File: src/rtl/hdmi_tx_formatter_if.sv
// Video bus from the colour converter into the formatter, and the pin-side bus
// from the formatter to the ADV7511.
interface hdmi_tx_formatter_if #(
    parameter int unsigned DATA_W = 16
);
    logic [DATA_W-1:0] vid_data;
    logic              vid_de;
    logic              vid_hsync;
    logic              vid_vsync;

    logic              hdmi_clk;
    logic [DATA_W-1:0] hdmi_data;
    logic              hdmi_de;
    logic              hdmi_hsync;
    logic              hdmi_vsync;

    modport master (
        output vid_data, vid_de, vid_hsync, vid_vsync,
        input  hdmi_clk, hdmi_data, hdmi_de, hdmi_hsync, hdmi_vsync
    );

    modport slave (
        input  vid_data, vid_de, vid_hsync, vid_vsync,
        output hdmi_clk, hdmi_data, hdmi_de, hdmi_hsync, hdmi_vsync
    );
endinterface

File: src/rtl/hdmi_tx_formatter.sv
// HDMI transmitter output stage: frame-aligned enable/disable gating, colour mute,
// sync polarity, output pipeline and active-line length checking.
module hdmi_tx_formatter #(
    parameter int unsigned DATA_W      = 16,
    parameter int unsigned PIPE_STAGES = 1,
    parameter int unsigned ACTIVE_W    = 1920,
    parameter bit          HSYNC_POL   = 1'b1,
    parameter bit          VSYNC_POL   = 1'b1,
    parameter bit          CLK_INVERT  = 1'b0
) (
    input  logic                  clk_pixel,
    input  logic                  rst,
    input  logic                  enable,
    input  logic                  force_mute,
    input  logic [DATA_W-1:0]     mute_color,
    input  logic                  line_err_clr,
    hdmi_tx_formatter_if.slave    bus,
    output logic                  active,
    output logic                  line_err,
    output logic [7:0]            err_count
);
    localparam int unsigned CW = $clog2(ACTIVE_W + 2);
    localparam int unsigned SW = DATA_W + 3;
    localparam logic [CW-1:0] CNT_MAX = '1;
    localparam logic [CW-1:0] CNT_EXP = CW'(ACTIVE_W);
    localparam logic [SW-1:0] STAGE_RST = {1'b0, ~HSYNC_POL, ~VSYNC_POL, DATA_W'(0)};

    typedef enum logic [1:0] {
        ST_IDLE,
        ST_WAIT_FRAME,
        ST_ACTIVE,
        ST_STOPPING
    } state_t;

    state_t                        state;
    state_t                        state_nxt;
    logic                          vsync_d;
    logic                          de_d;
    logic                          vs_rise;
    logic                          de_rise;
    logic                          de_fall;
    logic                          running;
    logic                          line_ok;
    logic                          line_bad;
    logic [CW-1:0]                 line_cnt;
    logic                          mux_de;
    logic                          mux_hs;
    logic                          mux_vs;
    logic [DATA_W-1:0]             mux_data;
    logic [DATA_W-1:0]             pass_data;
    logic [SW-1:0]                 stage_in;
    logic [PIPE_STAGES-1:0][SW-1:0] pipe_q;
    logic [PIPE_STAGES:0][SW-1:0]   chain;

    assign vs_rise   = bus.vid_vsync & ~vsync_d;
    assign de_rise   = bus.vid_de & ~de_d;
    assign de_fall   = ~bus.vid_de & de_d;
    assign running   = (state == ST_ACTIVE) || (state == ST_STOPPING);
    assign pass_data = (force_mute && bus.vid_de) ? mute_color : bus.vid_data;

    // Next state and gating mux; syncs are handled active-high here and polarised below.
    always_comb begin
        state_nxt = state;
        mux_de    = 1'b0;
        mux_hs    = 1'b0;
        mux_vs    = 1'b0;
        mux_data  = '0;
        case (state)
            ST_IDLE: begin
                if (enable) state_nxt = ST_WAIT_FRAME;
            end
            ST_WAIT_FRAME: begin
                mux_hs = bus.vid_hsync;
                mux_vs = bus.vid_vsync;
                if (!enable)      state_nxt = ST_IDLE;
                else if (vs_rise) state_nxt = ST_ACTIVE;
            end
            ST_ACTIVE: begin
                mux_de   = bus.vid_de;
                mux_hs   = bus.vid_hsync;
                mux_vs   = bus.vid_vsync;
                mux_data = pass_data;
                if (!enable) state_nxt = ST_STOPPING;
            end
            ST_STOPPING: begin
                mux_de   = bus.vid_de;
                mux_hs   = bus.vid_hsync;
                mux_vs   = bus.vid_vsync;
                mux_data = pass_data;
                // A pending re-enable keeps the stream running across the frame boundary.
                if (enable)       state_nxt = ST_ACTIVE;
                else if (vs_rise) state_nxt = ST_IDLE;
            end
            default: state_nxt = ST_IDLE;
        endcase
    end

    assign stage_in = {mux_de, mux_hs ^ ~HSYNC_POL, mux_vs ^ ~VSYNC_POL, mux_data};
    assign chain    = {pipe_q, stage_in};

    // Output pipeline: every stage shifts every cycle, no stalls.
    always_ff @(posedge clk_pixel) begin
        if (rst) pipe_q <= {PIPE_STAGES{STAGE_RST}};
        else     pipe_q <= chain[PIPE_STAGES-1:0];
    end

    assign {bus.hdmi_de, bus.hdmi_hsync, bus.hdmi_vsync, bus.hdmi_data} = pipe_q[PIPE_STAGES-1];

    // Behavioural equivalent of the forwarding ODDR; its reset is tied off so it runs through rst.
    assign bus.hdmi_clk = clk_pixel ^ CLK_INVERT;

    assign line_bad = de_fall && line_ok && (state != ST_IDLE) && (line_cnt != CNT_EXP);

    // State register, edge detectors and line-length checker.
    always_ff @(posedge clk_pixel) begin
        if (rst) begin
            state     <= ST_IDLE;
            active    <= 1'b0;
            vsync_d   <= 1'b1;
            de_d      <= 1'b0;
            line_ok   <= 1'b0;
            line_cnt  <= '0;
            line_err  <= 1'b0;
            err_count <= 8'd0;
        end else begin
            state   <= state_nxt;
            active  <= (state_nxt == ST_ACTIVE) || (state_nxt == ST_STOPPING);
            vsync_d <= bus.vid_vsync;
            de_d    <= bus.vid_de;

            if (de_rise) begin
                line_cnt <= CW'(1);
                line_ok  <= running;
            end else if (bus.vid_de && (line_cnt != CNT_MAX)) begin
                line_cnt <= line_cnt + CW'(1);
            end
            if (state == ST_IDLE) line_ok <= 1'b0;

            if (line_bad) begin
                line_err <= 1'b1;
                if (line_err_clr)             err_count <= 8'd1;
                else if (err_count != 8'hFF)  err_count <= err_count + 8'd1;
            end else if (line_err_clr) begin
                line_err  <= 1'b0;
                err_count <= 8'd0;
            end
        end
    end
endmodule

File: src/flat_wrapper.sv
// flat-port wrapper written by rule: the top's interface ports become plain ports
module hdmi_tx_formatter_flat 
#(
    parameter int unsigned DATA_W      = 16,
    parameter int unsigned PIPE_STAGES = 1,
    parameter int unsigned ACTIVE_W    = 1920,
    parameter bit          HSYNC_POL   = 1'b1,
    parameter bit          VSYNC_POL   = 1'b1,
    parameter bit          CLK_INVERT  = 1'b0
)
  (clk_pixel, rst, enable, force_mute, mute_color, line_err_clr, active, line_err, err_count, bus_vid_data, bus_vid_de, bus_vid_hsync, bus_vid_vsync, bus_hdmi_clk, bus_hdmi_data, bus_hdmi_de, bus_hdmi_hsync, bus_hdmi_vsync);
  hdmi_tx_formatter_if #(.DATA_W(DATA_W)) bus_i ();
  input  logic clk_pixel;
  input  logic rst;
  input  logic enable;
  input  logic force_mute;
  input  logic [DATA_W-1:0] mute_color;
  input  logic line_err_clr;
  output logic active;
  output logic line_err;
  output logic [7:0] err_count;
  input wire logic [$bits(bus_i.vid_data)-1:0] bus_vid_data;
  input wire logic [$bits(bus_i.vid_de)-1:0] bus_vid_de;
  input wire logic [$bits(bus_i.vid_hsync)-1:0] bus_vid_hsync;
  input wire logic [$bits(bus_i.vid_vsync)-1:0] bus_vid_vsync;
  output wire logic [$bits(bus_i.hdmi_clk)-1:0] bus_hdmi_clk;
  output wire logic [$bits(bus_i.hdmi_data)-1:0] bus_hdmi_data;
  output wire logic [$bits(bus_i.hdmi_de)-1:0] bus_hdmi_de;
  output wire logic [$bits(bus_i.hdmi_hsync)-1:0] bus_hdmi_hsync;
  output wire logic [$bits(bus_i.hdmi_vsync)-1:0] bus_hdmi_vsync;
  assign bus_i.vid_data = bus_vid_data;
  assign bus_i.vid_de = bus_vid_de;
  assign bus_i.vid_hsync = bus_vid_hsync;
  assign bus_i.vid_vsync = bus_vid_vsync;
  assign bus_hdmi_clk = bus_i.hdmi_clk;
  assign bus_hdmi_data = bus_i.hdmi_data;
  assign bus_hdmi_de = bus_i.hdmi_de;
  assign bus_hdmi_hsync = bus_i.hdmi_hsync;
  assign bus_hdmi_vsync = bus_i.hdmi_vsync;
  hdmi_tx_formatter #(.DATA_W(DATA_W), .PIPE_STAGES(PIPE_STAGES), .ACTIVE_W(ACTIVE_W), .HSYNC_POL(HSYNC_POL), .VSYNC_POL(VSYNC_POL), .CLK_INVERT(CLK_INVERT)) u_core (.clk_pixel(clk_pixel), .rst(rst), .enable(enable), .force_mute(force_mute), .mute_color(mute_color), .line_err_clr(line_err_clr), .bus(bus_i), .active(active), .line_err(line_err), .err_count(err_count));
endmodule
File: config.mk
export PLATFORM = sky130hd
export DESIGN_NAME = hdmi_tx_formatter_flat
export DESIGN_NICKNAME = d
export VERILOG_FILES = /design/src/rtl/hdmi_tx_formatter_if.sv /design/src/rtl/hdmi_tx_formatter.sv /design/src/flat_wrapper.sv
export SDC_FILE = /design/constraint.sdc
export NUM_CORES = 1
export LEC_CHECK = 0
export ABC_AREA = 1
export CORE_MARGIN = 4
export CORE_UTILIZATION = 30
export DETAILED_ROUTE_END_ITERATION = 8
export GPL_ROUTABILITY_DRIVEN = 0
export PLACE_DENSITY = 0.58
export SKIP_LAST_GASP = 1
export SLEW_MARGIN = 0
export SYNTH_ARGS = -nofsm -noshare
export SYNTH_HDL_FRONTEND = slang
export SYNTH_SLANG_ARGS = --single-unit
File: constraint.sdc
create_clock -name clk_pixel -period 1.4 [get_ports clk_pixel]
set_clock_uncertainty 0.2 [all_clocks]
set_input_delay 0.21 -clock clk_pixel [delete_from_list [all_inputs] [get_ports clk_pixel]]
set_output_delay 0.21 -clock clk_pixel [all_outputs]
set_load 0.02 [all_outputs]
==> results of run 1 <==
-- through the flow --
stage / hold slack [ns] / total power [mW] / utilization, % / std cells
2_1_floorplan: 0.107 / 1.52 / - / 268
3_3_place_gp: 0.262 / 1.73 / 48.9 / 449
3_5_place_dp: 0.266 / 1.73 / 48.9 / 449
4_1_cts: 0.118 / 2.81 / 52.2 / 465
5_1_grt: 0.138 / 2.87 / 52.0 / 467
6_report: 0.127 / 2.71 / 52.0 / 467
-- layout by cell type, fill, tap and decap left out, drive strengths merged --
cell and instances:
dfxtp 45, clkbuf 10, inv 30, xnor2 1, a21oi 21, buf 76, nor2 55, a221oi 1
o211a 1, xor2 2, o21ai 25, nor3 5, nand3b 3, or2 1, nand2 54, ha 3
nand4 3, clkdlybuf4s50 39, nand3 15
-- worst paths after layout --
path | start | to | cells after the start
max | u_core.line_cnt[0]$_SDFFE_PP0P_ | u_core.line_cnt[3]$_SDFFE_PP0P_ | 8
min | bus_vid_hsync | u_core.pipe_q[17]$_SDFF_PP0_ | 3
max reg2reg | u_core.line_cnt[0]$_SDFFE_PP0P_ | u_core.line_cnt[3]$_SDFFE_PP0P_ | 8
min reg2reg | u_core.line_cnt[10]$_SDFFE_PP0P_ | u_core.line_cnt[10]$_SDFFE_PP0P_ | 2
-- cell families (layout without fill, tap and decap cells) --
logic type                 after synthesis  after routing  synth area share [%]
adders and majority gates                3              3                  1.90
xor gates and xnor gates                 3              3                  1.33
buffers and inverters                   35            155                  7.14
and+or+nand+nor                        134            136                  31.4
DFF                                     45             45                  45.5
AOI/OAI and AO/OA                       48             48                  12.8
-- critical path, cell delays in order (launching register included) --
cell	delay [ns]
sky130_fd_sc_hd__dfxtp_4	0.39
sky130_fd_sc_hd__ha_4	0.15
sky130_fd_sc_hd__inv_4	0.04
sky130_fd_sc_hd__nor2_4	0.12
sky130_fd_sc_hd__nand3_4	0.13
sky130_fd_sc_hd__nand2_8	0.13
sky130_fd_sc_hd__buf_4	0.11
sky130_fd_sc_hd__o21ai_1	0.05
sky130_fd_sc_hd__a21oi_1	0.12
-- registers in the layout, summed over array words and instances (netlist names) --
register,count
u_core.state,2
u_core.vsync_d,1
u_core.line_err,1
u_core.line_cnt,11
u_core.err_count,8
u_core.active,1
u_core.pipe_q,19
u_core.de_d,1
u_core.line_ok,1
-- routing by layer --
layer / vias to the layer above / GRT usage [%] / wire (um)
li1: 1107 / - / -
met1: 950 / 15.8 / 2310
met2: 65 / 23.4 / 2510
met3: 5 / 7.28 / 551
met4: 0 / 7.04 / 62
met5: - / 0 / 0
-- what timing repair did --
| item | 4_1_cts | 5_1_grt |
|---|---|---|
| setup endpoints to repair | 50 | 42 |
| setup buffers | 3 | 3 |
| pin swaps | 11 | 8 |
| gates resized for setup | 124 | 44 |
| gates cloned | 2 | 0 |
| hold buffers | 0 | 0 |
-- power groups by stage --
stage	clock network, mW	registers, mW	logic [mW]
2_1_floorplan	0.0835	1.34	0.0958
3_3_place_gp	0.0959	1.34	0.293
3_5_place_dp	0.0959	1.34	0.295
4_1_cts	1.18	1.31	0.314
5_1_grt	1.21	1.31	0.350
6_report	1.08	1.31	0.322
-- layout make-up --
| cell class | instances | area, um^2 |
|---|---|---|
| fill | 620 | 3070 |
| tap | 77 | 96.3 |
| timing repair buffer | 114 | 910 |
| sequential | 45 | 921 |
| inverter | 30 | 125 |
| multi-input combinational | 190 | 1140 |
| clock buffer | 11 | 129 |
==> results.cfg, run 1 <==
[logic_synthesis]
syn-instance-count = 268
synthTopCellsByArea = sky130_fd_sc_hd__dfxtp_1, sky130_fd_sc_hd__nor2_1, sky130_fd_sc_hd__nand2_1
ys_types = 28
leading_post_synthesis_cells_by_instance_count = sky130_fd_sc_hd__nor2_1, sky130_fd_sc_hd__nand2_1, sky130_fd_sc_hd__dfxtp_1, sky130_fd_sc_hd__inv_1, sky130_fd_sc_hd__o21ai_0
synth_largest_area_cell = sky130_fd_sc_hd__dfxtp_1
async_flop_share_pct = 0
syn-num-nets = 311
synth.ff_latch_count = 45
yosys.cell_count.top_type = sky130_fd_sc_hd__nor2_1
synthDominantCellAreaShare_pct = 45.5
synthesis.area_mm2 = 0.00198
synth_enable_flop_cells = 0
yosys_warnings = 0
synth_seq_area_share_pct = 45.5
syn-mean-instance-area_um2 = 7.39
ys.flop_type = sky130_fd_sc_hd__dfxtp_1

[die]
floorplan.initialDensity_pct = 31.0
die_w_um = 89.2
die_height_um = 89.2
count_of_boundary_i_o_pins = 70
core_area_mm2 = 0.00639
floorplan.rows = 29
floorplan.die_area_mm2 = 0.00796

[drt]
wirelength_um = 5430
via_per_inst = 4.55
wl_per_cell_um = 11.6
detail_route.drc_violations = 0
detail_route.first_pass.iterations = 4
via_count = 2127
route.antenna.remaining_nets = 0
drt_first_iter_violations = 80

[status]
status = complete, but fails checks
failed_checks = setup timing

[timing]
setup_total_negative_slack_ns = -1.09
finalSetupViolCount = 18
finalHoldViolations = 0
achievable-frequency_mhz = 665
max_slew.worst_pin.slew_ns = 0.322
slew_headroom_pct = 78.4
timing.final.crit_period_ns = 1.50
maxSlewViolCount = 0
worst_slack_ns = -0.103
grt_setup_unrepaired = true
min_period_over_period_pct = 107

[flow_run]
maxCapViolations = 0

[global_route]
track_usage_pct = 14.5
maximum_number_of_pins_on_one_net_before_global_route_repair = 14
via_count_of_the_first_global_routing_pass = 2009
grt_antenna_before_repair = 0
grt.overflow.total = 0
grt_pass1_wl_um = 8740

[layout]
final_layout_size_suffix_gt1_share_pct = 35.6
layout_overhead_on_the_synthesized_area_pct = 67.7
num_antenna_cells = 0
layout_net_count = 432
stdcell_area_mm2 = 0.00332

[worst_setup_path]
setup.worst_path.class = flip-flop to flip-flop
cp-start-kind = flip-flop
setup.reg_to_reg.worst_slack_ns = -0.10
critPathArrivalTime_ns = 1.64
crit_required_ns = 1.54
timing.critical_path.fanout_max = 5
critPathCaptureType = flip-flop

[pwr]
pwr-share-clk_pct = 39.8
power.sequential.fraction_pct = 48.3
internal_power_mw = 2.06
switching_share_pct = 24.0
combinationalPowerShare_pct = 11.9
power.density_mw_per_mm2 = 816
leakage_nw = 1.39
net-switching-power_uw = 649
worst_ir_drop_vdd_mv = 0.931

[placement]
dp_worst_setup_slack_ns = -0.352
place_hpwl_um = 4020
post_dp_cell_area_mm2 = 0.00312
port_buffers = 69

[clock_network]
tritoncts = built
worst_skew_pair_latency_ns = 0.40
clk_pin_slew_ns = 0.09

[hold_path]
hold_class = input pin to flip-flop
(Power assumes the default switching activity.)
==> inputs of run 2 (changes only) <==
--- a/config.mk
+++ b/config.mk
@@ -8,6 +8,7 @@
 export ABC_AREA = 1
 export CORE_MARGIN = 4
 export CORE_UTILIZATION = 30
+export CTS_CLUSTER_DIAMETER = 40
 export DETAILED_ROUTE_END_ITERATION = 8
 export GPL_ROUTABILITY_DRIVEN = 0
 export PLACE_DENSITY = 0.58
==> results of run 2 <==
Final layout, timing and power as in run 1 (identical DEF).
==> inputs of run 3 (changes only) <==
--- a/config.mk
+++ b/config.mk
@@ -6,6 +6,7 @@
 export NUM_CORES = 1
 export LEC_CHECK = 0
 export ABC_AREA = 1
+export ABC_CLOCK_PERIOD_IN_PS = 1400
 export CORE_MARGIN = 4
 export CORE_UTILIZATION = 30
 export CTS_CLUSTER_DIAMETER = 40
==> results of run 3 <==
Final layout, timing and power as in run 1 (identical DEF).
==> patch 1, RTL diff (config.mk and constraints of run 3) <==
`DATA_W` is set to 16 in 3 places; all go to 32.
--- a/src/rtl/hdmi_tx_formatter_if.sv
+++ b/src/rtl/hdmi_tx_formatter_if.sv
@@ -1,7 +1,7 @@
 // Video bus from the colour converter into the formatter, and the pin-side bus
 // from the formatter to the ADV7511.
 interface hdmi_tx_formatter_if #(
-    parameter int unsigned DATA_W = 16
+    parameter int unsigned DATA_W = 32
 );
     logic [DATA_W-1:0] vid_data;
     logic              vid_de;
--- a/src/rtl/hdmi_tx_formatter.sv
+++ b/src/rtl/hdmi_tx_formatter.sv
@@ -1,7 +1,7 @@
 // HDMI transmitter output stage: frame-aligned enable/disable gating, colour mute,
 // sync polarity, output pipeline and active-line length checking.
 module hdmi_tx_formatter #(
-    parameter int unsigned DATA_W      = 16,
+    parameter int unsigned DATA_W      = 32,
     parameter int unsigned PIPE_STAGES = 1,
     parameter int unsigned ACTIVE_W    = 1920,
     parameter bit          HSYNC_POL   = 1'b1,
--- a/src/flat_wrapper.sv
+++ b/src/flat_wrapper.sv
@@ -1,7 +1,7 @@
 // flat-port wrapper written by rule: the top's interface ports become plain ports
 module hdmi_tx_formatter_flat 
 #(
-    parameter int unsigned DATA_W      = 16,
+    parameter int unsigned DATA_W      = 32,
     parameter int unsigned PIPE_STAGES = 1,
     parameter int unsigned ACTIVE_W    = 1920,
     parameter bit          HSYNC_POL   = 1'b1,
Interface: changed (resized bus_hdmi_data, bus_vid_data and mute_color); port bits go from 70 to 118. The function was not compared with the original's and may differ.
==> patch 1 against run 3 <==
Critical path type unchanged; total power rose by 48%; cell area increased by 35%; critical endpoint is now u_core.err_count[7]; global-route usage is 1.5 points higher; synthesized cell count rose by 29%; wire length grew 45%; worst setup slack worse by 0.023 ns; the run still ends with setup timing left; first-iteration DRC count increased by 6.3%; sequential cell count is 16 higher; synthesized area up 31%; critical path depth rose by 1; cell count increased by 33%.
==> patch 1: results (changes against run 3) <==
grt:
  first_global_vias: 2835  # +41%
  grt_max_degree: 33  # +19
  grt_antenna_before_repair: 0  # unchanged
  grtUsageTotal_pct: 16.0  # +1.5 points
  grt_first_pass_wirelength_um: 12900  # +47%
route:
  viasPerCell: 4.51  # -1.1%
  wire_per_inst_um: 12.7  # +8.9%
  firstDrtPassIters: 4  # unchanged
  drt_iter0_drc: 85  # +6.3%
timing:
  setup_viol: 19  # +1
  worst-slew-pin-transition_ns: 0.289  # -0.0336 ns
  fin_hold_ws_ns: 0.0871  # -0.0400 ns
  worst_slack_ns: -0.126  # -0.0230 ns
worst_setup_path:
  path_max_fanout: 7  # +2
  cpMaxStageDelayCell: "dfxtp_4"
  slowest_delay_ns: 0.40
  cp.arrival_ns: 1.67  # +0.03 ns
  cp_top_family: "simple AND/OR/NAND/NOR gates"
logic_synthesis:
  seq_area_frac_synth_pct: 47.2  # +1.7 points
  yosys_warnings: 0  # unchanged
  ys_async_sr_fraction_pct: 0  # unchanged
  ys_top_cells_by_count: "114 x nand2_1, 61 x dfxtp_1, 47 x a21oi_1"
  yosys-top-cells-area: "dfxtp_1 47%, nand2_1 17%, a21oi_1 9.1%, nand3_1 3.5%, nor2_1 3.5%"
  synth_cell_type_count: 36  # +29%
  synthFlopType: "dfxtp_1"
  synth_nets: 420  # +35%
clock_tree:
  clock_latency_ns: 0.44  # +0.04 ns
  clk_pin_slew_ns: 0.08
power_and_ir_drop:
  switching_share_pct: 25.8  # +1.8 points
  leakagePower_uw: 0.00188  # +35%
  ir_drop_mv: 0.435  # -53%
layout:
  fin_nets: 588  # +36%
  n_antenna_cell: 0  # unchanged
  layout-drive-gt1-share_pct: 34.7  # -0.89 points
  top_regs: "u_core.pipe_q (35), u_core.line_cnt (11), u_core.err_count (8)"
place:
  portBuffers: 117  # +70%
  hpwl_um: 6070  # +51%
  place_area_um2: 4270  # +37%
min_path:
  hold_class: "primary input to register"
status:
  status: "finished with violations"
  violations: "setup timing"
floorplanning:
  core_area_um2: 8300  # +30%
-- patch 1: changes by cell type after synthesis, sizes merged, moves of 2 or more --
cell	delta
nand2	+64
a21oi	+28
nor2	-24
o21ai	-18
dfxtp	+16
inv	-7
clkbuf	+6
nand3	+6
nor3	-3
a211oi	+2
buf	+2
xnor2	+2
-- patch 1: layout make-up --
class / instances / area, um2
fill: 796 / 3830
multi-input combinational: 249 / 1390
timing repair buffer: 165 / 1360
sequential: 61 / 1250
clock buffer: 13 / 188
tap: 105 / 131
inverter: 23 / 93.8
clock inverter: 6 / 42.5
timing repair inverter: 1 / 8.76
-- patch 1: what timing repair did --
item | CTS | global route
resized for setup | 205 | 30
pin swaps | 4 | 15
endpoints found under the hold margin | 0 | 0
cloned | 2 | 0
endpoints found under the setup margin | 66 | 26
buffers inserted | 1 | 3
-- patch 1: logic make-up (layout without fill, tap and decap cells) --
logic type / Yosys count / count (layout) / synth area share [%]
AO/OA/AOI/OAI: 63 / 63 / 13.6
adder cells (fa/ha/maj): 3 / 3 / 1.45
flip-flops: 61 / 61 / 47.2
XOR/XNOR: 5 / 5 / 1.69
buffers and inverters: 36 / 208 / 5.90
AND/OR/NAND/NOR: 177 / 178 / 30.1
-- patch 1: per-layer routing --
layer / vias to the layer above / wire length (um) / global-route usage [%]
li1: 1454 / - / -
met1: 1236 / 2980 / 16.9
met2: 106 / 3800 / 26.7
met3: 11 / 979 / 8.37
met4: 0 / 125 / 6.53
met5: - / 0 / 0
-- patch 1: final timing paths --
kind	startpoint	endpoint	depth (start not counted)
hold reg to reg	u_core.line_ok	u_core.line_ok	2
hold / removal	bus_vid_hsync	u_core.pipe_q[33]	3
setup reg to reg	u_core.line_cnt[0]	u_core.err_count[7]	9
setup / recovery	u_core.line_cnt[0]	u_core.err_count[7]	9
-- patch 1: power groups by stage --
stage | sequential, uW | clock [uW] | combinational, uW
after CTS | 1770 | 1800 | 480
after floorplan | 1820 | 83.5 | 145
after global placement | 1810 | 95.9 | 468
final | 1770 | 1750 | 484
after detailed placement | 1810 | 95.9 | 472
after global routing | 1770 | 1890 | 527
-- patch 1: through the flow --
stage / setup slack, ns / TNS, ns / util (%) / power [uW] / cells
after CTS: -0.101 / -0.995 / 52.3 / 4050 / 620
after floorplan: -0.0150 / -0.0305 / - / 2050 / 345
final: -0.126 / -1.08 / 53.8 / 4000 / 623
after global placement: -0.332 / -12.68 / 51.4 / 2370 / 599
after global routing: -0.198 / -2.75 / 53.8 / 4190 / 623
after detailed placement: -0.348 / -13.97 / 51.4 / 2380 / 599
==> patch 2, RTL diff (flow settings as in run 3) <==
Without the edit above. Make the reset (`rst`) asynchronous in 2 clocked blocks.
--- a/src/rtl/hdmi_tx_formatter.sv
+++ b/src/rtl/hdmi_tx_formatter.sv
@@ -99,7 +99,7 @@
     assign chain    = {pipe_q, stage_in};
 
     // Output pipeline: every stage shifts every cycle, no stalls.
-    always_ff @(posedge clk_pixel) begin
+    always_ff @(posedge clk_pixel or posedge rst) begin
         if (rst) pipe_q <= {PIPE_STAGES{STAGE_RST}};
         else     pipe_q <= chain[PIPE_STAGES-1:0];
     end
@@ -112,7 +112,7 @@
     assign line_bad = de_fall && line_ok && (state != ST_IDLE) && (line_cnt != CNT_EXP);
 
     // State register, edge detectors and line-length checker.
-    always_ff @(posedge clk_pixel) begin
+    always_ff @(posedge clk_pixel or posedge rst) begin
         if (rst) begin
             state     <= ST_IDLE;
             active    <= 1'b0;
Check against the original RTL: differs if rst is asserted again (counterexample within 4 cycles, from zero or initial values and one cycle with rst high); with rst held inactive, the same outputs for 10 cycles.
==> patch 2 against run 3 <==
The run still ends with setup timing left; sequential share of layout area grew 3.5 points; sequential cell count stayed put; critical path depth unchanged; synthesized area rose by 13%; wire length is 11% higher; worst setup slack worse by 0.13 ns; first-iteration DRC count shrank 8.8%; hold slack lost 0.017 ns; cell area increased by 9.3%; largest cell class is now registers.
Power is not compared: it rests on default switching activity, and its combinational part moved more than twofold at a synthesized area within 25%.
==> patch 2: results (changes against run 3) <==
status:
  status: "finished with violations"
  violations: "setup timing"
layout:
  fillCellCount: 700  # +13%
  layout-drive-gt1-share_pct: 33.7  # -1.9 points
  fin_nets: 448  # +3.7%
  top_regs: "u_core.pipe_q (19), u_core.line_cnt (11), u_core.err_count (8)"
timing:
  setup_viol: 24  # +6
  relSlewSlack_pct: 80.2  # +1.8 points
  worst_slack_ns: -0.238  # -0.135 ns
logic_synthesis:
  ys_async_sr_fraction_pct: 100  # +100 points
  synth_xor_area_share_pct: 1.96  # +0.63 points
  seq_area_frac_synth_pct: 50.4  # +4.9 points
  yosys-top-cells-area: "dfrtp_1 49%, nand2_1 10%, nor2_1 9.4%, inv_1 4.2%, o21ai_0 4.0%"
  yosys_warnings: 0  # unchanged
  synth_compound_area_share_pct: 6.94  # -5.8 points
  ys_top_cells_by_count: "61 x nand2_1, 56 x nor2_1, 44 x dfrtp_1"
  synth_cell_type_count: 30  # +7.1%
  synth_nets: 322  # +3.5%
  synth_adder_area_share_pct: 1.68  # -0.22 points
  synthFlopType: "dfrtp_1"
grt:
  grtUsageTotal_pct: 14.2  # -0.28 points
  grt_max_degree: 26  # +12
  grt_antenna_before_repair: 0  # unchanged
  grt_first_pass_wirelength_um: 9800  # +12%
place:
  dp_slack_ns: -0.388  # -0.0361 ns
  portBuffers: 69  # unchanged
  hpwl_um: 4500  # +12%
worst_setup_path:
  cp_top_family: "simple AND/OR/NAND/NOR gates"
  cpMaxStageDelayCell: "dfrtp_1"
  cp.arrival_ns: 1.74  # +0.10 ns
  slowest_delay_ns: 0.42  # +0.03 ns
  path_max_fanout: 9  # +4
  r2r_start: "u_core.line_cnt[0]"
route:
  firstDrtPassIters: 5  # +1
  via_count: 2225  # +4.6%
  routed_wl_um: 6010  # +11%
  drt_iter0_drc: 73  # -8.8%
power_and_ir_drop:
  leakagePower_uw: 0.00180
clock_tree:
  clk_pin_slew_ns: 0.10
==> patch 2: worst paths after layout <==
check                                 endpoint  slack, ns  cells after the start
max                         u_core.line_cnt[2]      -0.24                      8
min                          u_core.pipe_q[17]       0.11                      3
max reg2reg                 u_core.line_cnt[2]      -0.24                      8
min reg2reg                     u_core.line_ok       0.32                      2
max in group asynchronous       u_core.vsync_d       0.22                      4
min in group asynchronous  u_core.err_count[4]       0.54                      4
==> patch 2: per-stage QoR <==
step	power [uW]	std cells	setup TNS, ns	instance area (um2)	hold WS, ns
after global placement	3290	485	-9.90	3430	0.280
final	4350	505	-3.57	3630	0.110
after floorplan	2490	279	-0.542	2290	0.0145
after global routing	4600	505	-6.13	3630	0.100
after detailed placement	3300	485	-10.44	3430	0.276
after CTS	4380	504	-3.57	3600	0.0988
==> patch 2: cells by family after synthesis <==
family,count (synthesis)
AO/OA/AOI/OAI,28
XOR/XNOR,5
adder cells (fa/ha/maj),3
buffers and inverters,36
flip-flops,45
AND/OR/NAND/NOR,162
==> patch 2: worst min-delay path, delay by kind of cell <==
kind / cells / cell delay [ns]
AND/OR/NAND/NOR: 1 / 0.04
buffers and inverters: 2 / 0.44
==> patch 2: per-layer routing <==
| layer | GRT usage (%) | part of all wire, % | vias to the layer above |
|---|---|---|---|
| met5 | 0 | 0 | - |
| met4 | 7.94 | 1.5 | 0 |
| met3 | 4.70 | 6.6 | 8 |
| met2 | 23.0 | 48 | 57 |
| met1 | 16.5 | 43 | 1025 |
| li1 | - | - | 1135 |
==> patch 2: what timing repair did <==
item | 4_1_cts | 5_1_grt
cloned | 0 | 0
buffers inserted | 9 | 1
resized for setup | 142 | 12
hold buffers | 1 | 0
endpoints found under the hold margin | 44 | 0
pin swaps | 11 | 0
endpoints found under the setup margin | 50 | 30
==> patch 2: cell type report <==
| cell class | count | area share (%) |
|---|---|---|
| clock inverters | 3 | 1.31 |
| clock buffers | 8 | 2.97 |
| multi-input cells | 198 | 29.1 |
| well taps | 99 | 3.41 |
| repair buffers | 122 | 28.7 |
| inverters | 30 | 3.28 |
| flip-flops and latches | 45 | 31.2 |
==> patch 2: report_power, final <==
part | internal (uW) | total (uW) | switching [uW]
sequential | 1550 | 1670 | 114
combinational | 575 | 1360 | 789
clock | 723 | 1320 | 596
total | 2850 | 4350 | 1500
